File: src/rtl/serial_adder_if.sv
// Operand/result bundle for the bit-serial adder: start/a/b/cin in, busy/done/sum/cout out.
interface serial_adder_if #(
  parameter int unsigned WIDTH = 8
);
  logic             start;
  logic [WIDTH-1:0] a;
  logic [WIDTH-1:0] b;
  logic             cin;
  logic             busy;
  logic             done;
  logic [WIDTH-1:0] sum;
  logic             cout;

  modport master (output start, a, b, cin, input busy, done, sum, cout);
  modport slave  (input start, a, b, cin, output busy, done, sum, cout);
endinterface

File: src/rtl/serial_adder.sv
// Bit-serial N-bit adder: LSB-first, one bit per clock, through a full adder
// made of two half_sum_gate cells plus a carry flip-flop.
module serial_adder #(
  parameter int unsigned WIDTH = 8
) (
  input  logic          clk,
  input  logic          rst_n,
  serial_adder_if.slave bus
);

  localparam int unsigned CNT_W = $clog2(WIDTH + 1);

  typedef enum logic [1:0] {
    S_IDLE  = 2'd0,
    S_SHIFT = 2'd1,
    S_DONE  = 2'd2
  } state_t;

  state_t           r_state;
  logic [WIDTH-1:0] r_a_sh;
  logic [WIDTH-1:0] r_b_sh;
  logic [WIDTH-1:0] r_res;
  logic [WIDTH-1:0] r_sum;
  logic [CNT_W-1:0] r_cnt;
  logic             r_c;
  logic             r_cout;
  logic             r_busy;
  logic             r_done;

  logic             w_p;
  logic             w_g0;
  logic             w_g1;
  logic             w_s_bit;
  logic             w_c_next;
  logic             w_last;
  logic [WIDTH-1:0] w_res_next;

  half_sum_gate u_ha0 (
    .i_a    (r_a_sh[0]),
    .i_b    (r_b_sh[0]),
    .o_s    (w_p),
    .o_cout (w_g0)
  );

  half_sum_gate u_ha1 (
    .i_a    (w_p),
    .i_b    (r_c),
    .o_s    (w_s_bit),
    .o_cout (w_g1)
  );

  assign w_c_next   = w_g0 | w_g1;
  assign w_last     = (r_cnt == CNT_W'(WIDTH - 1));
  // New sum bit enters at the MSB; the concat-then-shift form also covers WIDTH=1.
  assign w_res_next = WIDTH'({w_s_bit, r_res} >> 1);

  always_ff @(posedge clk or negedge rst_n) begin
    if (!rst_n) begin
      r_state <= S_IDLE;
      r_a_sh  <= '0;
      r_b_sh  <= '0;
      r_res   <= '0;
      r_sum   <= '0;
      r_cnt   <= '0;
      r_c     <= 1'b0;
      r_cout  <= 1'b0;
      r_busy  <= 1'b0;
      r_done  <= 1'b0;
    end else begin
      r_done <= 1'b0;
      case (r_state)
        S_IDLE, S_DONE: begin
          if (bus.start) begin
            r_a_sh  <= bus.a;
            r_b_sh  <= bus.b;
            r_c     <= bus.cin;
            r_res   <= '0;
            r_cnt   <= '0;
            r_busy  <= 1'b1;
            r_state <= S_SHIFT;
          end else begin
            r_busy  <= 1'b0;
            r_state <= S_IDLE;
          end
        end
        S_SHIFT: begin
          r_a_sh <= r_a_sh >> 1;
          r_b_sh <= r_b_sh >> 1;
          r_res  <= w_res_next;
          r_c    <= w_c_next;
          r_cnt  <= r_cnt + CNT_W'(1);
          if (w_last) begin
            r_sum   <= w_res_next;
            r_cout  <= w_c_next;
            r_busy  <= 1'b0;
            r_done  <= 1'b1;
            r_state <= S_DONE;
          end
        end
        default: begin
          r_busy  <= 1'b0;
          r_state <= S_IDLE;
        end
      endcase
    end
  end

  assign bus.busy = r_busy;
  assign bus.done = r_done;
  assign bus.sum  = r_sum;
  assign bus.cout = r_cout;

endmodule

// Half adder cell: sum and carry of two bits.
module half_sum_gate (
  input  logic i_a,
  input  logic i_b,
  output logic o_s,
  output logic o_cout
);
  assign o_s    = i_a ^ i_b;
  assign o_cout = i_a & i_b;
endmodule

File: src/flat_wrapper.sv
// flat-port wrapper written by rule: the top's interface ports become plain ports
module serial_adder_flat 
#(
  parameter int unsigned WIDTH = 8
)
  (clk, rst_n, bus_start, bus_a, bus_b, bus_cin, bus_busy, bus_done, bus_sum, bus_cout);
  serial_adder_if #(.WIDTH(WIDTH)) bus_i ();
  input  logic clk;
  input  logic rst_n;
  input wire logic [$bits(bus_i.start)-1:0] bus_start;
  input wire logic [$bits(bus_i.a)-1:0] bus_a;
  input wire logic [$bits(bus_i.b)-1:0] bus_b;
  input wire logic [$bits(bus_i.cin)-1:0] bus_cin;
  output wire logic [$bits(bus_i.busy)-1:0] bus_busy;
  output wire logic [$bits(bus_i.done)-1:0] bus_done;
  output wire logic [$bits(bus_i.sum)-1:0] bus_sum;
  output wire logic [$bits(bus_i.cout)-1:0] bus_cout;
  assign bus_i.start = bus_start;
  assign bus_i.a = bus_a;
  assign bus_i.b = bus_b;
  assign bus_i.cin = bus_cin;
  assign bus_busy = bus_i.busy;
  assign bus_done = bus_i.done;
  assign bus_sum = bus_i.sum;
  assign bus_cout = bus_i.cout;
  serial_adder #(.WIDTH(WIDTH)) u_core (.clk(clk), .rst_n(rst_n), .bus(bus_i));
endmodule
File: config.mk
export PLATFORM = sky130hd
export DESIGN_NAME = serial_adder_flat
export DESIGN_NICKNAME = d
export VERILOG_FILES = /design/src/rtl/serial_adder_if.sv /design/src/rtl/serial_adder.sv /design/src/flat_wrapper.sv
export SDC_FILE = /design/constraint.sdc
export NUM_CORES = 1
export LEC_CHECK = 0
export CORE_AREA = 2 2 45 79
export DETAILED_ROUTE_END_ITERATION = 10
export DIE_AREA = 0 0 47 81
export PLACE_DENSITY_LB_ADDON = 0.2
export SYNTH_ARGS = -nofsm -noshare
export SYNTH_HDL_FRONTEND = slang
export SYNTH_SLANG_ARGS = --single-unit
File: constraint.sdc
create_clock -name clk -period 2.4 [get_ports clk]
set_input_delay 0.24 -clock clk [delete_from_list [all_inputs] [get_ports clk]]
set_output_delay 0.24 -clock clk [all_outputs]
set_load 0.02 [all_outputs]
==> run_results.csv, run 1 <==
group,metric,value,unit
sta,period_share,70.6,%
final_layout,post-route-util,65.8,%
critical_path,r2r_start,"u_core.r_state[0]",
synthesis,syn_area,1690,sq um
cts,clkSinkCount,41,
cts,cts_resized,0,
sta,skew,6.22,ps
cts,cts_tree,"done",
floorplan,fp.dieW,47,microns
detailed_routing,wirelength,2860,microns
detailed_routing,detail_route.iter0.violations,18,
detailed_routing,wire_per_inst,14.8,microns
sta,tightest_slew,980,ps
placed_design,dp_hpwl,1910,microns
synthesis,synth-xor-area-share,0,%
floorplan,core,3220,sq um
critical_path,r2r_slack,710,ps
placed_design,portBuffers,30,
global_routing,grt_overflow_total,0,
synthesis,synth-seq-area-share,60.8,%
critical_path,startpoint,"u_core.r_state[0]",
pwr,power_frac_comb,39.3,%
cts,ctsHoldBuffers,0,
critical_path,worstPathArrival,1920,ps
sta,rsz0062_at_grt,"no",
critical_path,required,2620,ps
sta,hold_viol_final,0,
global_routing,grt_start_max_net_pins,42,
sta,tns,0,ps
sta,slew_headroom,34.6,%
cts,clkSlewWorstSetupHoldPaths,70,ps
placed_design,finalWeightedCongestion,0.711,
sta,setup_viol,0,
final_layout,final_cell_mix,"dfrtp_1 (41), clkdlybuf4s50_1 (29), a22o_1 (26)",
pwr,p_int,1.95,mW
synthesis,synthCells,115,
synthesis,yosys_register_bits,41,
floorplan,dieArea,3810,sq um
critical_path,cp-start-kind,"flip-flop",
global_routing,grt_usage,16.6,%
final_layout,drive_gt1_share,17.6,%
final_layout,insertedDiodeCount,0,
synthesis,synthMuxAreaShare,7.86,%
critical_path,worstPathMaxFanout,26,
global_routing,grt_antenna_before_repair,0,
global_routing,grt_pass1_wl,4520,microns
detailed_routing,detailedRoute.firstPassIterationCount,4,
critical_path,r2r_end,"u_core.r_cnt[0]",
hold_path,hp-class,"in -> async",
pwr,p_sw_share,31.9,%
cts,htreeDepth,2,
synthesis,synth-simple-area-share,4.82,%
detailed_routing,drc,0,
synthesis,syn_area_per_cell,14.7,sq um
pwr,seq_power_share,41.3,%
floorplan,die_h,81,microns
cts,cts_buffers,5,
synthesis,synth_fp_nets,137,
final_layout,nNetsFinal,169,
floorplan,row_count,28,
final_layout,final_common_cell,"dfrtp_1",
floorplan,start_util,52.4,%
cts,clock_latency,280,ps
placed_design,dp_cells,185,
floorplan,io_pins,31,
critical_path,critPathCaptureType,"flip-flop",
critical_path,reg2regPathDepth,3,
sta,slew_violations,0,
status,outcome,"finished, final reports clean",
final_layout,multi_input_area,603,sq um
global_routing,first_global_vias,989,
final_layout,instances_no_fill,193,
synthesis,ys_types,20,
cts,clk_path_buf_depth,2,
sta,fmax,0.590,GHz
final_layout,area_growth,25.6,%
pwr,switchingPower,0.910,mW
pwr,clockPowerShare,19.4,%
critical_path,cp-endpoint,"u_core.r_cnt[0]",
detailed_routing,vias,1065,
detailed_routing,vias_per_cell,5.52,
flow_run,maxCapViolations,0,
synthesis,synth_compound_area_share,21.1,%
pwr,vdd_ir_drop_max,0.000788,V
critical_path,critPathKind,"reg -> reg",
detailed_routing,drt.antenna.violating_nets,0,
pwr,p_per_area,1350,nW/um^2
synthesis,synth_adder_area_share,1.93,%
pwr,finalPower,2.86,mW
cts,post_cts_buffers,0,
cts,cts_root_buf,"clkbuf_8",
synthesis,ys_warn_count,0,
synthesis,synth_top_family_by_area,"compound AO/OA/AOI/OAI gates",
final_layout,register_area,1030,sq um
final_layout,nFillCells,270,
sta,finalCriticalPeriod,1690,ps
pwr,leakage,1.06,nW
[power by group through the flow]
stage / registers [mW] / logic (mW) / clock network, mW
2_1_floorplan: 1.24 / 0.766 / 0
3_3_place_gp: 1.18 / 1.10 / 0
3_5_place_dp: 1.19 / 1.14 / 0
4_1_cts: 1.18 / 1.14 / 0.572
5_1_grt: 1.22 / 1.21 / 0.606
6_report: 1.18 / 1.12 / 0.553
[cells in the mapped netlist]
| master | count | area share (%) |
|---|---|---|
| dfrtp_1 | 41 | 61 |
| nand3b_4 | 1 | 1.2 |
| buf_2 | 2 | 0.59 |
| a31o_2 | 1 | 0.52 |
| mux2i_1 | 2 | 1.2 |
| nor3b_2 | 1 | 0.74 |
| buf_6 | 1 | 0.67 |
| mux2_2 | 10 | 6.7 |
| nor2_2 | 1 | 0.37 |
| nand4_1 | 1 | 0.37 |
| nor2b_1 | 1 | 0.37 |
| ha_1 | 1 | 0.74 |
| nor3b_1 | 1 | 0.44 |
| and2b_1 | 1 | 0.44 |
| fa_1 | 1 | 1.2 |
| buf_4 | 5 | 2.2 |
| a21o_1 | 16 | 7.1 |
| nor2b_2 | 1 | 0.52 |
| a22o_1 | 26 | 13 |
| nand2b_1 | 1 | 0.37 |
[worst min path at each step]
stage,depth (start not counted),slack [ps],startpoint,endpoint
floorplan,0,-60,rst_n,u_core.bus.busy
global placement,1,400,rst_n,u_core.bus.sum[1]
detailed placement,1,410,rst_n,u_core.bus.sum[1]
CTS,1,100,rst_n,u_core.bus.busy
global route,1,130,rst_n,u_core.r_state[0]
finish,1,70,rst_n,u_core.r_cnt[3]
[routing by layer]
metal  global-route usage (%)  routed length [microns]
met5                        0                        0
met4                     5.83                       36
met3                     6.00                      125
met2                     25.3                     1510
met1                     21.5                     1190
[per-stage QoR]
stage          instance area [sq um]  hold WS, ps  setup slack [ps]
4_1_cts                         2120         96.2               684
6_report                        2120         74.9               706
3_5_place_dp                    2000          411               491
2_1_floorplan                   1690        -55.6               960
5_1_grt                         2120          132               579
3_3_place_gp                    2000          400               515
[cell type report]
cell class / instances / area share (%)
clock inverters: 1 / 1.42
flip-flops and latches: 41 / 48.4
multi-input cells: 66 / 28.5
repair buffers: 33 / 15.0
well taps: 45 / 2.66
clock buffers: 7 / 4.07
[cells by family (layout without fill, tap and decap cells)]
logic type               count (synthesis)  after routing
flip-flops                              41             41
AO/OA/AOI/OAI                           43             43
multiplexers                            12             12
adder cells (fa/ha/maj)                  2              2
AND/OR/NAND/NOR                          9              9
buffers and inverters                    8             41
[registers in the layout (all words and copies together), names as in the netlist]
signal	cells
u_core.bus.sum	8
u_core.r_a_sh	8
u_core.r_b_sh	8
u_core.r_res	7
u_core.r_cnt	4
u_core.r_state	2
u_core.bus.busy	1
u_core.bus.cout	1
u_core.bus.done	1
u_core.r_c	1
[critical path: stages (launching register included)]
cell and delay, ps:
dfrtp_1 400, nor2b_2 170, nor2_2 760, mux2_2 300
(Power assumes the default switching activity.)
==> run 2, diff against run 1 <==
--- a/config.mk
+++ b/config.mk
@@ -5,9 +5,9 @@
 export SDC_FILE = /design/constraint.sdc
 export NUM_CORES = 1
 export LEC_CHECK = 0
-export CORE_AREA = 2 2 45 79
+export CORE_AREA = 2 2 47 82
 export DETAILED_ROUTE_END_ITERATION = 10
-export DIE_AREA = 0 0 47 81
+export DIE_AREA = 0 0 49 84
 export PLACE_DENSITY_LB_ADDON = 0.2
 export SYNTH_ARGS = -nofsm -noshare
 export SYNTH_HDL_FRONTEND = slang
==> constraint.sdc (replaced) <==
create_clock -name clk -period 1.7 [get_ports clk]
set_input_delay 0.17 -clock clk [delete_from_list [all_inputs] [get_ports clk]]
set_output_delay 0.17 -clock clk [all_outputs]
set_load 0.02 [all_outputs]
==> run 2 against run 1 <==
  * Cell count up 1.6%
  * Die area up 8.1%
  * Critical path type unchanged
  * Count of clock-buffer cells in the layout down 2
  * Utilization down 5.7 points
  * Total power up 36%
  * Cell area down 0.29%
==> run_results.csv, run 2 (synthesized netlist as in run 1, its figures left out) <==
group,metric,value,unit
status,outcome,"finished, final reports clean",
critical_path,r2r_slack,90,ps
floorplan,io_pins,31,
pwr,p_per_area,1830,nW/um^2
cts,clkSlewWorstSetupHoldPaths,80,ps
global_routing,grt_antenna_before_repair,0,
sta,period_share,94.8,%
critical_path,worstPathArrival,1780,ps
floorplan,die_h,84,microns
detailed_routing,vias,1065,
sta,rsz0062_at_grt,"no",
pwr,clockPowerShare,15.6,%
critical_path,r2r_start,"u_core.r_cnt[0]",
sta,skew,7.83,ps
pwr,power_frac_comb,41.6,%
sta,finalCriticalPeriod,1610,ps
final_layout,drive_gt1_share,18.7,%
critical_path,reg2regPathDepth,5,
cts,post_cts_buffers,0,
critical_path,r2r_end,"u_core.bus.sum[6]",
detailed_routing,detail_route.iter0.violations,30,
final_layout,area_growth,25.2,%
critical_path,critPathKind,"reg -> reg",
detailed_routing,drt.antenna.violating_nets,0,
pwr,p_int,2.56,mW
global_routing,grt_usage,16.4,%
floorplan,start_util,48.0,%
final_layout,post-route-util,60.0,%
sta,setup_viol,0,
critical_path,required,1870,ps
sta,tns,0,ps
critical_path,critPathCaptureType,"flip-flop",
pwr,leakage,1.06,nW
placed_design,dpl-instance-area,2010,sq um
floorplan,core,3520,sq um
sta,slew_headroom,61.2,%
final_layout,final_common_cell,"dfrtp_1",
global_routing,grt_pass1_wl,5130,microns
placed_design,dp_hpwl,1930,microns
flow_run,maxCapViolations,0,
final_layout,nNetsFinal,171,
cts,cts_buffers,5,
final_layout,nFillCells,296,
sta,whs,475,ps
placed_design,portBuffers,30,
sta,tightest_slew,580,ps
pwr,p_sw_share,34.0,%
critical_path,startpoint,"u_core.r_cnt[0]",
pwr,switchingPower,1.32,mW
detailed_routing,drc,0,
placed_design,finalWeightedCongestion,0.698,
cts,clkSinkCount,41,
floorplan,dieArea,4120,sq um
floorplan,fp.dieW,49,microns
critical_path,cp-start-kind,"flip-flop",
sta,slew_violations,0,
sta,hold_viol_final,0,
global_routing,first_global_vias,1135,
global_routing,grt_start_max_net_pins,42,
cts,clock_latency,280,ps
floorplan,row_count,29,
pwr,finalPower,3.88,mW
cts,htreeDepth,2,
pwr,seq_power_share,42.9,%
detailed_routing,wirelength,2970,microns
final_layout,fin_area,2110,sq um
cts,clk_path_buf_depth,2,
detailed_routing,detailedRoute.firstPassIterationCount,4,
cts,cts_tree,"done",
final_layout,insertedDiodeCount,0,
global_routing,grt_overflow_total,0,
critical_path,worstPathMaxFanout,10,
pwr,vdd_ir_drop_max,0.00116,V
hold_path,hp-class,"in -> async",
detailed_routing,wire_per_inst,15.1,microns
detailed_routing,vias_per_cell,5.43,
sta,fmax,0.620,GHz
cts,cts_root_buf,"clkbuf_8",
final_layout,final_cell_mix,"dfrtp_1 (41), clkdlybuf4s50_1 (29), a22o_1 (26)",
-- run 2: what timing repair did --
action,4_1_cts,5_1_grt
gates resized for setup,1,0
hold endpoints to repair,41,0
hold buffers,1,0
setup endpoints to repair,1,0
-- run 2: worst max-delay path, cell delays in order, from the launching register on --
cell	delay (ps)
dfrtp_1	390
ha_1	250
nand3b_4	110
nor3b_2	170
buf_4	220
mux2_2	350
-- run 2: stage by stage --
stage          setup slack [ps]  std cells
2_1_floorplan               260        115
3_3_place_gp               -128        187
3_5_place_dp               -196        187
5_1_grt                    13.7        196
6_report                   87.8        196
4_1_cts                    65.1        196
-- run 2: routing by layer --
metal	wire length, microns	share of wire [%]	vias to the layer above	global-route usage [%]
li1	-	-	497	-
met1	1270	43	538	18.8
met2	1530	52	26	26.9
met3	111	3.7	4	5.38
met4	47	1.6	0	8.31
met5	0	0	-	0
-- run 2: power by group through the flow --
| stage | registers [mW] | logic [mW] | clock network [mW] |
|---|---|---|---|
| finish | 1.66 | 1.61 | 0.604 |
| global route | 1.72 | 1.76 | 0.674 |
| CTS | 1.66 | 1.64 | 0.635 |
| detailed placement | 1.68 | 1.62 | 0 |
| global placement | 1.66 | 1.56 | 0 |
| floorplan | 1.75 | 1.08 | 0 |
-- run 2: cell type report --
| cell class | count | area [sq um] | share of cell area, % |
|---|---|---|---|
| Multi-Input combinational cell | 66 | 608 | 28.8 |
| Tap cell | 46 | 57.6 | 2.72 |
| Clock inverter | 3 | 17.5 | 0.829 |
| Clock buffer | 5 | 68.8 | 3.26 |
| Sequential cell | 41 | 1030 | 48.5 |
| Timing Repair Buffer | 35 | 335 | 15.9 |
-- run 2: worst max path at each step --
stage | cells after the start | slack [ps] | to
finish | 5 | 90 | u_core.bus.sum[6]
global route | 5 | 10 | u_core.bus.sum[6]
CTS | 5 | 70 | u_core.bus.sum[6]
detailed placement | 4 | -200 | u_core.r_cnt[0]
global placement | 4 | -130 | u_core.r_cnt[0]
floorplan | 5 | 260 | u_core.bus.cout
==> run 3, diff against run 2 <==
--- a/config.mk
+++ b/config.mk
@@ -5,9 +5,11 @@
 export SDC_FILE = /design/constraint.sdc
 export NUM_CORES = 1
 export LEC_CHECK = 0
-export CORE_AREA = 2 2 47 82
+export CELL_PAD_IN_SITES_DETAIL_PLACEMENT = 1
+export CELL_PAD_IN_SITES_GLOBAL_PLACEMENT = 1
+export CORE_AREA = 2 2 51 89
 export DETAILED_ROUTE_END_ITERATION = 10
-export DIE_AREA = 0 0 49 84
+export DIE_AREA = 0 0 53 91
 export PLACE_DENSITY_LB_ADDON = 0.2
 export SYNTH_ARGS = -nofsm -noshare
 export SYNTH_HDL_FRONTEND = slang
==> run 3 against run 2 <==
  * Worst setup slack better by 26 ps
  * Count of clock-buffer cells in the layout rose by 1
  * Clock skew barely moved
  * Via count is 2.1% higher
  * Largest cell class unchanged
  * Flip-flop and latch count did not move
==> run_results.csv, run 3 (synthesized netlist as in run 1, its figures left out) <==
group,metric,value,unit
cts,clkSinkCount,41,
floorplan,fp.dieW,53,microns
floorplan,core,4070,sq um
pwr,leakage,1.05,nW
cts,cts_buffers,5,
critical_path,r2r_end,"u_core.bus.sum[4]",
cts,clock_latency,290,ps
global_routing,grt_overflow_total,0,
global_routing,grt_pass1_wl,5750,microns
critical_path,required,1870,ps
critical_path,cp_slowest_cell,"dfrtp_1",
sta,slew_violations,0,
cts,post_cts_buffers,0,
global_routing,gr-max-usage-layer,"met2",
pwr,seq_power_share,42.5,%
critical_path,cp_num_buf_inv,1,
pwr,p_int,2.60,mW
sta,slew_headroom,60.9,%
pwr,clockPowerShare,16.3,%
sta,whs,467,ps
floorplan,dieArea,4820,sq um
detailed_routing,drt.antenna.violating_nets,0,
sta,rsz0062_at_grt,"no",
placed_design,dpl-instance-area,2020,sq um
cts,cts_tree,"done",
flow_run,maxCapViolations,0,
final_layout,fin_area,2120,sq um
detailed_routing,vias_per_cell,5.49,
final_layout,final_common_cell,"dfrtp_1",
sta,period_share,93.3,%
detailed_routing,detailedRoute.firstPassIterationCount,4,
hold_path,hp-class,"in -> async",
critical_path,critPathCaptureType,"flip-flop",
floorplan,start_util,41.4,%
final_layout,final_cell_mix,"dfrtp_1 (41), clkdlybuf4s50_1 (29), a22o_1 (26)",
final_layout,insertedDiodeCount,0,
sta,setup_viol,0,
critical_path,critPathKind,"reg -> reg",
floorplan,row_count,31,
detailed_routing,vias,1087,
pwr,p_per_area,1860,nW/um^2
placed_design,finalWeightedCongestion,0.664,
cts,cts_root_buf,"clkbuf_8",
sta,hold_viol_final,0,
cts,clk_path_buf_depth,2,
pwr,p_sw_share,34.1,%
sta,tightest_slew,585,ps
status,outcome,"finished, final reports clean",
cts,clkSlewWorstSetupHoldPaths,80,ps
cts,htreeDepth,2,
detailed_routing,wire_per_inst,17.2,microns
critical_path,slowest_delay,390,ps
placed_design,portBuffers,30,
floorplan,io_pins,31,
final_layout,nNetsFinal,171,
sta,skew,7.42,ps
placed_design,dp_hpwl,2280,microns
global_routing,grt_antenna_before_repair,0,
global_routing,grt_usage,16.2,%
critical_path,crit_cells,5,
sta,fmax,0.631,GHz
critical_path,crit_family,"flip-flops",
critical_path,cp-start-kind,"flip-flop",
pwr,power_frac_comb,41.2,%
global_routing,first_global_vias,1163,
detailed_routing,drc,0,
global_routing,grt_use_met3,4.61,%
critical_path,crit_chain,"ha_2 > nand3b_4 > nor3b_2 > buf_4 > mux2_2",
global_routing,grt_start_max_net_pins,42,
floorplan,die_h,91,microns
detailed_routing,detail_route.iter0.violations,7,
pwr,switchingPower,1.35,mW
critical_path,r2r_start,"u_core.r_cnt[0]",
critical_path,worstPathMaxFanout,10,
critical_path,worstPathArrival,1760,ps
pwr,vdd_ir_drop_max,0.00103,V
critical_path,reg2regPathDepth,5,
detailed_routing,wirelength,3400,microns
global_routing,met2_usage,26.6,%
critical_path,r2r_slack,110,ps
final_layout,drive_gt1_share,18.8,%
final_layout,area_growth,25.8,%
global_routing,met1_usage,19.6,%
sta,finalCriticalPeriod,1590,ps
-- run 3: cell count changes in the layout (fill, tap and decap cells not counted), sizes merged --
cell,change
clkinv,-2
clkbuf,+1
-- run 3: how the worst max path moves through the flow --
stage | from | slack (ps) | to
floorplan | u_core.r_cnt[0] | 260 | u_core.bus.cout
global placement | bus_start | -140 | u_core.r_cnt[0]
detailed placement | bus_start | -170 | u_core.r_cnt[0]
CTS | u_core.r_cnt[0] | 60 | u_core.bus.sum[4]
global route | u_core.r_cnt[0] | 30 | u_core.bus.sum[4]
finish | u_core.r_cnt[0] | 110 | u_core.bus.sum[4]
-- run 3: power by group through the flow --
stage | sequential [mW] | combinational, mW | clock [mW]
floorplan | 1.75 | 1.08 | 0
global placement | 1.67 | 1.57 | 0
detailed placement | 1.70 | 1.63 | 0
CTS | 1.68 | 1.65 | 0.663
global route | 1.74 | 1.79 | 0.700
finish | 1.68 | 1.63 | 0.644
-- run 3: what timing repair did --
item,4_1_cts,5_1_grt
endpoints found under the hold margin,41,0
gates resized for setup,1,1
hold buffers,1,0
endpoints found under the setup margin,1,4
-- run 3: worst min-delay path, cell delays in order --
cell           delay [ps]
dlygate4sd3_1         520
buf_2                  90
buf_4                 430
-- run 3: cell type report --
cell class / count / area [sq um]
clock buffer: 6 / 82.6
timing repair buffer: 35 / 335
tap: 49 / 61.3
clock inverter: 1 / 7.51
multi-input combinational: 66 / 611
sequential: 41 / 1030
fill: 416 / 1950
-- run 3: metal layers --
layer / up-vias / part of all wire, %
li1: 492 / -
met1: 564 / 40
met2: 26 / 54
met3: 5 / 3.8
met4: 0 / 1.6
met5: - / 0
-- run 3: through the flow --
step / TNS (ps) / std cells / utilization (%) / total power, mW / setup WS [ps]
2_1_floorplan: 0 / 115 / - / 2.83 / 260
3_3_place_gp: -1920 / 190 / 49.5 / 3.23 / -142
6_report: 0 / 198 / 52.1 / 3.95 / 114
5_1_grt: 0 / 198 / 52.1 / 4.23 / 34.2
4_1_cts: 0 / 198 / 52.1 / 4.00 / 64.0
3_5_place_dp: -2570 / 190 / 49.5 / 3.33 / -174
